--- config.mk ---
export PLATFORM = sky130hd
export DESIGN_NAME = trivium_keystream_gen
export DESIGN_NICKNAME = d
export VERILOG_FILES = /design/src/rtl/trivium_keystream_gen.sv
export SDC_FILE = /design/constraint.sdc
export NUM_CORES = 1
export LEC_CHECK = 0
export CORE_ASPECT_RATIO = 0.6
export CORE_UTILIZATION = 45
export DETAILED_ROUTE_END_ITERATION = 16
export HOLD_SLACK_MARGIN = 0.03
export PLACE_DENSITY = 0.78
export SETUP_SLACK_MARGIN = 0.2
export SYNTH_ARGS = -nofsm -noshare
export SYNTH_HDL_FRONTEND = slang
export SYNTH_SLANG_ARGS = --single-unit
--- constraint.sdc ---
create_clock -name clk -period 2.1 [get_ports clk]
set_clock_uncertainty 0.2 [all_clocks]
set_input_delay 0.42 -clock clk [delete_from_list [all_inputs] [get_ports clk]]
set_output_delay 0.42 -clock clk [all_outputs]
set_load 0.01 [all_outputs]
--- src/rtl/trivium_keystream_gen.sv ---
// rtl/trivium_keystream_gen.sv - Trivium keystream generator packing z bits into valid/ready blocks
module trivium_keystream_gen #(
  parameter int DATA_WIDTH     = 80,
  parameter int BITS_PER_CYCLE = 1
) (
  input  logic                  clk,
  input  logic                  rst,
  input  logic [79:0]           key,
  input  logic [79:0]           iv,
  input  logic                  start,
  output logic                  busy,
  output logic [DATA_WIDTH-1:0] out_data,
  output logic                  out_valid,
  input  logic                  out_ready
);

  // W cycles of discarded warm-up (1152 steps), F cycles to fill one block
  localparam int W   = 1152 / BITS_PER_CYCLE;
  localparam int F   = DATA_WIDTH / BITS_PER_CYCLE;
  localparam int WCW = $clog2(W + 1);
  localparam int FCW = $clog2(F + 1);
  localparam logic [WCW-1:0] W_LAST = WCW'(W - 1);
  localparam logic [FCW-1:0] F_LAST = FCW'(F - 1);

  typedef enum logic [1:0] {
    IDLE   = 2'd0,
    WARMUP = 2'd1,
    RUN    = 2'd2,
    STALL  = 2'd3
  } state_t;

  state_t                  state_q, state_d;
  logic [287:0]            ks_q, ks_d;          // ks_q[i-1] holds Trivium bit s_i
  logic [WCW-1:0]          wcnt_q, wcnt_d;
  logic [FCW-1:0]          fcnt_q, fcnt_d;
  logic [DATA_WIDTH-1:0]   fill_q, fill_d;
  logic [DATA_WIDTH-1:0]   out_data_q, out_data_d;
  logic                    out_valid_q, out_valid_d;

  logic [287:0]            step_s;
  logic [BITS_PER_CYCLE-1:0] step_z;
  logic                    t1, t2, t3;
  logic                    xfer;
  logic [287:0]            ks_load;

  // Load layout: K into s1..s80, IV into s94..s173, ones in s286..s288
  assign ks_load = {3'b111, 108'b0, 4'b0, iv, 13'b0, key};

  // BITS_PER_CYCLE chained cipher steps; the earlier step's z lands in the lower bit
  always_comb begin
    step_s = ks_q;
    step_z = '0;
    t1     = 1'b0;
    t2     = 1'b0;
    t3     = 1'b0;
    for (int i = 0; i < BITS_PER_CYCLE; i++) begin
      t1        = step_s[65] ^ step_s[92];
      t2        = step_s[161] ^ step_s[176];
      t3        = step_s[242] ^ step_s[287];
      step_z[i] = t1 ^ t2 ^ t3;
      t1        = t1 ^ (step_s[90] & step_s[91]) ^ step_s[170];
      t2        = t2 ^ (step_s[174] & step_s[175]) ^ step_s[263];
      t3        = t3 ^ (step_s[285] & step_s[286]) ^ step_s[68];
      step_s    = {step_s[286:177], t2, step_s[175:93], t1, step_s[91:0], t3};
    end
  end

  // Next-state logic: warm-up, block filling, output hand-off and start override
  always_comb begin
    state_d     = state_q;
    ks_d        = ks_q;
    wcnt_d      = wcnt_q;
    fcnt_d      = fcnt_q;
    fill_d      = fill_q;
    out_data_d  = out_data_q;
    out_valid_d = out_valid_q;
    xfer        = out_valid_q & out_ready;

    if (xfer) begin
      out_valid_d = 1'b0;
    end

    case (state_q)
      IDLE: begin
      end
      WARMUP: begin
        ks_d = step_s;
        if (wcnt_q == W_LAST) begin
          state_d = RUN;
          wcnt_d  = '0;
          fcnt_d  = '0;
        end else begin
          wcnt_d = wcnt_q + WCW'(1);
        end
      end
      RUN: begin
        ks_d = step_s;
        for (int k = 0; k < F; k++) begin
          if (fcnt_q == FCW'(k)) begin
            fill_d[k*BITS_PER_CYCLE +: BITS_PER_CYCLE] = step_z;
          end
        end
        if (fcnt_q == F_LAST) begin
          if (!out_valid_q || xfer) begin
            out_data_d  = fill_d;
            out_valid_d = 1'b1;
            fcnt_d      = '0;
          end else begin
            // Output register still owned by the consumer; park the full block
            state_d = STALL;
          end
        end else begin
          fcnt_d = fcnt_q + FCW'(1);
        end
      end
      STALL: begin
        if (out_ready) begin
          out_data_d  = fill_q;
          out_valid_d = 1'b1;
          fcnt_d      = '0;
          state_d     = RUN;
        end
      end
      default: begin
        state_d = IDLE;
      end
    endcase

    // A rekey wins over everything, including a transfer in the same cycle
    if (start) begin
      state_d     = WARMUP;
      ks_d        = ks_load;
      wcnt_d      = '0;
      fcnt_d      = '0;
      fill_d      = '0;
      out_valid_d = 1'b0;
    end
  end

  // State registers with synchronous active-high reset
  always_ff @(posedge clk) begin
    if (rst) begin
      state_q     <= IDLE;
      ks_q        <= '0;
      wcnt_q      <= '0;
      fcnt_q      <= '0;
      fill_q      <= '0;
      out_data_q  <= '0;
      out_valid_q <= 1'b0;
    end else begin
      state_q     <= state_d;
      ks_q        <= ks_d;
      wcnt_q      <= wcnt_d;
      fcnt_q      <= fcnt_d;
      fill_q      <= fill_d;
      out_data_q  <= out_data_d;
      out_valid_q <= out_valid_d;
    end
  end

  assign busy      = (state_q == WARMUP);
  assign out_data  = out_data_q;
  assign out_valid = out_valid_q;

endmodule

* Yosys cells after proc, flatten, opt, wreduce, memory -nomap -nowiden
Index checks and enable logic that the tools add are counted.
Widths: inputs -> output; s select.
** Word-level totals
- Register bits :: 469
- Input port bits :: 164
- Output and inout port bits :: 82
- Word-level logic and storage cells :: 235
** Cells by class
- $add $sub $neg :: 2
- Eq/ne operators :: 93
- Mux-type cells :: 103
- Bitwise gates (word level) :: 15
- Reductions and logical operators :: 13
** Operators by type and width (number)
- $mux 288 :: 2
- $mux 80 :: 3
- $eq 7x6->1 const B :: 32
- $pmux 80 s2 :: 1
- $eq 7x5->1 const B :: 16
- $eq 7x7->1 const B :: 16
- $mux 1 :: 85
- $eq 7x4->1 const B :: 8
- $eq 7x3->1 const B :: 4
- $mux 7 :: 4
- $pmux 7 s3 :: 1
- $eq 7x2->1 const B :: 2
- $ne 3x3->1 const B :: 4
- $add 11x1->11 const B :: 1
- $eq 11x11->1 const B :: 1
- $mux 11 :: 1
- $xor 1x1->1 :: 11
- $reduce_and 5->1 :: 2
- $mux 2 :: 4
- $ne 2x2->1 const B :: 4
- $reduce_and 4->1 :: 2
- $add 7x1->7 const B :: 1
- $eq 7x1->1 const B :: 1
- $logic_not 7->1 :: 1
- other kinds (13) :: 19

* Logic depth before layout (Yosys ltp)
Gate-level depths: netlist (run 1).
- Word-level depth :: 7
- Mapped depth :: 9
- Gate-level depth less buffers :: 6

* Worst setup path after synthesis (run 1)
No wires, ideal clock.
- Path type :: reg-to-reg
- Start point :: register state_q[0]
- End point :: register ks_q[237]
- Setup time :: 128 ps
- Arrival time :: 1796 ps
- Data required time :: 1772 ps
- Path slack :: -24 ps
- Cell stages (with the launch flop) :: 8
- Buffers on the path :: 3
- Period minus slack after synthesis :: 2124 ps
- Cells stage by stage :: dfxtp_1 > inv_1 > ha_1 > clkbuf_1 > clkbuf_1 > clkbuf_1 > mux2i_1 > nor2_1
** Between the ends
- Cells in the longest elaborated chain, start to end :: 2
- Elaborated cells on any way between the ends :: 3
- Those cells by class :: eq/ne (2); reduce/logical (1)
** Ends and longest elaborated chain
- start, declared :: line 32 : state_t state_q, state_d;
- start signal, assigned :: line 151 : state_q <= state_d;
- $eq 2x1->1 / $eq 2x2->1 (equally long branches) :: line 83 : case (state_q)
- $reduce_or 2->1 (no source line) (*)
- end signal, assigned :: line 152 : ks_q <= ks_d;
- end, declared :: line 33 : logic [287:0] ks_q, ks_d;
Mark *: on every way between the ends. The rest lies on a longest branch, timed or not.
A chain may end at the register's enable or synchronous reset.

* Final worst setup path (run 1)
- Start point :: register state_q[1]
- End point :: register out_data_q[64], in the netlist out_data[64]
** Between the ends
- Cells in the longest elaborated chain, start to end :: 3
- Elaborated cells on any way between the ends :: 8
- Those cells by class :: eq/ne (5); mux (1); reduce/logical (2)
** Ends and longest elaborated chain
- $eq 2x2->1 :: line 83
- $ne 2x2->1 (no source line) / $reduce_bool 2->1 (equally long branches)
- $reduce_and 4->1 (no source line)
- end signal, assigned :: line 156 : out_data_q <= out_data_d;
- end, declared :: line 37 : logic [DATA_WIDTH-1:0] out_data_q, out_data_d;
Several ways; a longest one is shown, not always the timed one.

==> flow_summary_export.csv, run 1 <==
group,metric,value,unit
run_status,status,"finished clean",
synthesis,post-synth-top-area-cell,"dfxtp_1",
worst_setup_path,path_max_fanout,21,
worst_setup_path,required,2.33,ns
floorplanning,rows,58,
timing,max_freq,0.483,GHz
global_routing,grt_max_degree,144,
routing,wl_per_cell,18.8,um
floorplanning,fp.dieArea,0.0434,mm^2
synthesis,synth_most_common_cell,"dfxtp_1",
synthesis,synthesis.area,0.0192,mm^2
clock_network,clk_pin_slew,0.07,ns
floorplanning,die_x,268,um
timing,drv_slew,0,
routing,ant_nets,0,
pwr,vdd_drop_max,0.581,mV
placed_design,dpl.hpwl,32000,um
worst_hold_path,hold_class,"in -> reg",
synthesis,yosys_most_used_dff,"dfxtp_1",
layout,nets,2508,
layout,n_fill_cell,3241,
timing,hold-worst-slack,0.0430,ns
pwr,power.total,0.0201,W
routing,drt-total-wl,55300,um
worst_setup_path,critPathLaunchType,"flop",
floorplanning,die_y,162,um
timing,min_period,2.07,ns
routing,first_pass_iters,5,
timing,timing.final.crit_share,98.6,%
synthesis,synth_seq_cells,469,
global_routing,grt_pass1_vias,15486,
global_routing,grt_first_pass_wirelength,82300,um
synthesis,syn-num-nets,2233,
routing,via_count,16334,
worst_setup_path,rrSetupSlack,0.03,ns
worst_setup_path,slowest_stage,"dfxtp_4",
synthesis,synth_edf_count,0,
synthesis,synth_top_area_share,49.0,%
global_routing,grt_overflow,0,
worst_setup_path,crit_top_cell,"buf_12",
timing,setup_viol_count_final,0,
worst_setup_path,crit_chain,"ha_2, buf_12, and3b_1, a41oi_4, or2_4, buf_12, o2bb2ai_1",
synthesis,syn_area_per_cell,9.30,um^2
routing,drt_iter0_markers,1401,
pwr,p_leak,9.97,nW
placed_design,numPortBuffers,245,
worst_setup_path,setup.worst_path.class,"reg -> reg",
timing,hold_violations,0,
timing,rsz0062_at_grt,"yes",
global_routing,grt_use_total,23.4,%
placed_design,dp_slack,-0.195,ns
floorplanning,ios,246,
layout,seq_area,0.00941,mm^2
layout,drive_above_1_share,15.7,%
routing,drc,0,
routing,viasPerCell,5.56,
clock_network,cts_tree,"yes",
synthesis,yosysWarnings,0,
worst_setup_path,worst_path_largest_cell_delay,0.37,ns
synthesis,synthDistinctLibCells,64,
worst_setup_path,critPathArrivalTime,2.30,ns
synthesis,seq_area_frac_synth,49.0,%
floorplanning,coreArea,0.0419,mm^2
job,maxCapViolCount,0,
synthesis,synthTopCellsByCount,"dfxtp_1, nor2_1, a21oi_1",
worst_setup_path,critPathCaptureType,"flop",
synthesis,synth.area.top_cells,"dfxtp_1, mux2i_1, nor2_1, a21oi_1, a311oi_1",
clock_network,cts_root_buffer,"clkbuf_16",
clock_network,clock_path_buffers,3,
timing,fin_ws,0.0284,ns
clock_network,htree_levels,2,
layout,area_growth,35.8,%
timing,max-slew-margin-rel,62.5,%
timing,tightest_slew,0.562,ns
pwr,powerDensity,772,mW/mm^2
placed_design,gp_congestion,0.888,
floorplanning,start_util,45.7,%
clock_network,cts_buffers,43,
synthesis,synth-async-reset-ratio,0,%
synthesis,synth_cells,2060,
global_routing,antenna_found_initial,2,
layout,multi_input_area,0.00938,mm^2
clock_network,cts.sinks,469,
clock_network,clock_latency,0.57,ns
-- repair_timing --
action,4_1_cts,5_1_grt
setup endpoints to repair,502,415
pin swaps,11,50
gates cloned,21,17
hold buffers,4,0
buffers inserted,32,25
hold endpoints to repair,14,0
resized for setup,159,100
-- cells in the final DEF (no fill, tap or decap), drive strengths merged, types with 3 or more instances in the layout --
master,instances
o22ai,4
and3b,9
nand3,6
nand2,33
mux2i,288
dlygate4sd3,4
nor3b,5
nand3b,3
xor3,3
a31oi,5
or2,3
clkdlybuf4s50,161
nor4b,4
a211oi,4
o211ai,3
buf,168
and3,5
nor2,459
xnor2,10
dlygate4sd2,80
dfxtp,469
a21oi,320
clkinv,9
inv,8
nor2b,3
clkbuf,76
ha,9
xor2,4
nor3,8
nor4,5
nand4,6
o2bb2ai,76
a311oi,80
o21ai,5
-- routing by layer --
metal / vias up / part of all wire (%) / wire length (um) / GRT usage, %
met5: - / 0 / 0 / 0
met4: 0 / 2.4 / 1350 / 7.59
met3: 107 / 7.9 / 4360 / 5.84
met2: 562 / 46 / 25400 / 36.8
met1: 7839 / 44 / 24200 / 31.5
li1: 7826 / - / - / -
-- sequential cells by signal, summed over array words and instances (netlist names) --
name       flops
fill_q        80
out_valid      1
ks_q         288
state_q        2
fcnt_q         7
wcnt_q        11
out_data      80
-- worst max-delay path, delay by kind of cell, from the launching register on --
kind                       cells  cell delay (ns)
AOI/OAI and AO/OA              2             0.30
adders and majority gates      1             0.21
buffers and inverters          2             0.35
DFF                            1             0.37
and+or+nand+nor                2             0.50
-- worst paths after layout --
| check | from | to | cells past startpoint |
|---|---|---|---|
| worst max-delay path | state_q[1]$_SDFFE_PP0P_ | out_data[64]$_SDFFE_PP0P_ | 7 |
| worst min-delay path | start | ks_q[54]$_SDFFE_PP0P_ | 3 |
| worst max register to register | state_q[1]$_SDFFE_PP0P_ | out_data[64]$_SDFFE_PP0P_ | 7 |
| worst min register to register | out_data[40]$_SDFFE_PP0P_ | out_data[40]$_SDFFE_PP0P_ | 1 |
-- kinds of logic (layout without fill, tap and decap cells) --
kind of cell	count (synthesis)	in the layout	synth area share (%)
adder cells (fa/ha/maj)	9	9	0.588
flip-flops	469	469	49.0
multiplexers	288	288	15.0
AND/OR/NAND/NOR	563	563	12.7
buffers and inverters	205	510	4.71
XOR/XNOR	18	18	1.13
other	0	2	0
AO/OA/AOI/OAI	508	508	16.8
-- per-stage QoR --
stage	util [%]	setup TNS, ns	cell area, um^2	instances
CTS	59.7	0	25100	2894
detailed placement	53.8	-13.05	22600	2762
floorplan	-	0	19400	2060
global placement	53.8	-11.14	22600	2762
global route	62.1	-0.0574	26000	2937
finish	62.1	0	26000	2937
-- power breakdown --
group | total [W] | internal [W] | switching [W]
clock | 0.00783 | 0.00440 | 0.00343
sequential | 0.00923 | 0.00910 | 0.000136
combinational | 0.00303 | 0.00167 | 0.00137
-- layout make-up --
class	instances	share of cell area (%)
Sequential cell	469	36.2
Clock buffer	64	4.98
Timing Repair Buffer	427	19.5
Antenna cell	2	0.0192
Inverter	8	0.202
Clock inverter	11	0.375
Tap cell	570	2.74
Multi-Input combinational cell	1386	36.0
(Power assumes the default switching activity.)
==> run 2, diff against run 1 <==
--- a/config.mk
+++ b/config.mk
@@ -7,6 +7,7 @@
 export LEC_CHECK = 0
 export CORE_ASPECT_RATIO = 0.6
 export CORE_UTILIZATION = 45
+export CTS_BUF_LIST = sky130_fd_sc_hd__clkbuf_8
 export DETAILED_ROUTE_END_ITERATION = 16
 export HOLD_SLACK_MARGIN = 0.03
 export PLACE_DENSITY = 0.78
==> run 2 against run 1 <==
  * The run now ends with negative setup slack left
  * Largest power group unchanged
  * Critical path depth increased by 3
  * Setup slack got worse by 0.15 ns
  * Sequential share of layout area down 1.2 points
  * Via count rose by 5.8%
  * Final cell count is 2.7% higher
  * Global-route usage is 0.76 points higher
  * Critical endpoint is now out_data[14]$_SDFFE_PP0P_
  * Sequential cell count unchanged
==> flow_summary_export.csv, run 2 (synthesis gave the netlist of run 1 again) <==
group,metric,value,unit
run_status,status,"finished, violations left",
run_status,violations,"negative setup slack",
floorplanning,die_y,162,um
layout,largest_reg_flops,288,
floorplanning,fp.dieArea,0.0434,mm^2
pwr,p_leak,10.3,nW
worst_setup_path,critPathLaunchType,"flop",
layout,final_cells,3015,
layout,area_growth,40.7,%
placed_design,dp_slack,-0.195,ns
floorplanning,rows,58,
job,maxCapViolCount,0,
worst_hold_path,min_from,"iv[67]",
floorplanning,coreArea,0.0419,mm^2
timing,tightest_slew,0.610,ns
timing,max_freq,0.451,GHz
layout,nets,2565,
routing,wl_per_cell,20.2,um
placed_design,numPortBuffers,245,
global_routing,antenna_found_initial,1,
timing,setup_viol_count_final,105,
timing,drv_slew,0,
clock_network,htree_levels,3,
placed_design,dp_cells,2762,
placed_design,gp_congestion,0.888,
clock_network,clock_latency,0.63,ns
worst_setup_path,worst_path_largest_cell_delay,0.36,ns
global_routing,grt_pass1_vias,16081,
layout,seq_area,0.00942,mm^2
routing,ant_nets,0,
worst_setup_path,slowest_stage,"dfxtp_4",
clock_network,clock_path_buffers,3,
worst_setup_path,crit_top_cell,"buf_6",
layout,multi_input_area,0.00975,mm^2
timing,min_period,2.22,ns
worst_setup_path,critPathArrivalTime,2.58,ns
clock_network,cts_tree,"yes",
timing,max-slew-margin-rel,59.3,%
pwr,power.total,0.0195,W
global_routing,grt_overflow,0,
clock_network,cts.sinks,469,
floorplanning,ios,246,
floorplanning,die_x,268,um
clock_network,cts_buffers,70,
clock_network,cts_root_buffer,"clkbuf_8",
timing,timing.final.crit_share,106,%
layout,final_common_cell,"nor2_1",
global_routing,grt_first_pass_wirelength,84200,um
worst_setup_path,path_max_fanout,8,
timing,hold-worst-slack,0.195,ns
global_routing,grt_max_degree,144,
routing,viasPerCell,5.73,
routing,drc,0,
layout,mostFrequentLayoutCells,"nor2_1, dfxtp_1, mux2i_1, a21oi_1, clkdlybuf4s50_1",
layout,final_util,64.3,%
worst_hold_path,hold_class,"in -> reg",
worst_setup_path,reg2reg_from,"state_q[1]$_SDFFE_PP0P_",
pwr,powerDensity,723,mW/mm^2
layout,largest_register,"ks_q",
worst_setup_path,critPathLaunch,"state_q[1]$_SDFFE_PP0P_",
floorplanning,start_util,45.7,%
pwr,vdd_drop_max,0.359,mV
timing,hold_violations,0,
routing,via_count,17285,
routing,first_pass_iters,7,
clock_network,clk_pin_slew,0.07,ns
layout,drive_above_1_share,20.8,%
timing,rsz0062_at_grt,"yes",
worst_setup_path,required,2.46,ns
routing,drt-total-wl,61000,um
routing,drt_iter0_markers,1851,
worst_setup_path,setup.worst_path.class,"reg -> reg",
placed_design,dpl.hpwl,32000,um
worst_setup_path,cp_top_family,"buffers and inverters",
worst_setup_path,crit_chain,"buf_6, ha_4, buf_12, and3b_2, a41oi_4, and2b_4, buf_6, buf_6, buf_16, o2bb2ai_1",
layout,n_fill_cell,3061,
worst_setup_path,critPathCaptureType,"flop",
timing,fin_ws,-0.117,ns
global_routing,grt_use_total,24.2,%
worst_setup_path,critPathBufInv,5,
-- run 2: cell count changes in the layout (fill, tap and decap cells not counted), moves of 24 or more --
cell / delta
clkbuf_8: +71
a21oi_2: +30
clkbuf_16: -38
dlygate4sd2_1: -44
clkdlybuf4s15_1: +29
a21oi_1: -32
a311oi_1: -24
inv_1: +32
-- run 2: worst reg2reg max path, cell delays in order, from the launching register on --
cell and delay (ns):
dfxtp_4 0.36, buf_6 0.12, ha_4 0.17, buf_12 0.13, and3b_2 0.20, a41oi_4 0.20
and2b_4 0.29, buf_6 0.13, buf_6 0.10, buf_16 0.14, o2bb2ai_1 0.12
-- run 2: through the flow --
| step | TNS (ns) | area [um^2] |
|---|---|---|
| after global routing | -12.30 | 27000 |
| after CTS | -0.926 | 25400 |
| final | -6.01 | 27000 |
| after floorplan | 0 | 19400 |
| after global placement | -11.14 | 22600 |
| after detailed placement | -13.05 | 22600 |
-- run 2: routing by layer --
metal / wire [um] / global-route usage (%)
met3: 5310 / 6.91
met2: 27500 / 37.2
met4: 2100 / 9.71
met5: 0 / 0
met1: 26100 / 31.9
-- run 2: area by class of cell --
type | count | share of cell area, %
Antenna cell | 1 | 0.00928
Clock buffer | 81 | 4.13
Clock inverter | 43 | 0.742
Inverter | 8 | 0.213
Multi-Input combinational cell | 1386 | 36.1
Sequential cell | 469 | 34.9
Tap cell | 570 | 2.64
Timing Repair Buffer | 457 | 21.2
-- run 2: what timing repair did --
| action | in CTS | in global routing |
|---|---|---|
| pin swaps | 70 | 134 |
| gates cloned | 27 | 21 |
| endpoints found under the hold margin | 22 | 0 |
| setup buffers | 49 | 29 |
| hold buffers | 2 | 0 |
| setup endpoints to repair | 504 | 487 |
| gates resized for setup | 260 | 172 |
-- run 2: final timing paths --
check                                    to  slack [ns]  depth (start not counted)
setup / recovery  out_data[14]$_SDFFE_PP0P_       -0.12                         10
hold / removal       ks_q[160]$_SDFFE_PP0P_        0.19                          3
setup reg to reg  out_data[14]$_SDFFE_PP0P_       -0.12                         10
hold reg to reg   out_data[40]$_SDFFE_PP0P_        0.26                          1
-- run 2: power by group --
| part | leakage (nW) | switching (W) | total, W | internal, W |
|---|---|---|---|---|
| logic | 5.66 | 0.00143 | 0.00310 | 0.00167 |
| clock network | 0.794 | 0.00360 | 0.00715 | 0.00354 |
| registers | 3.82 | 0.000139 | 0.00924 | 0.00910 |
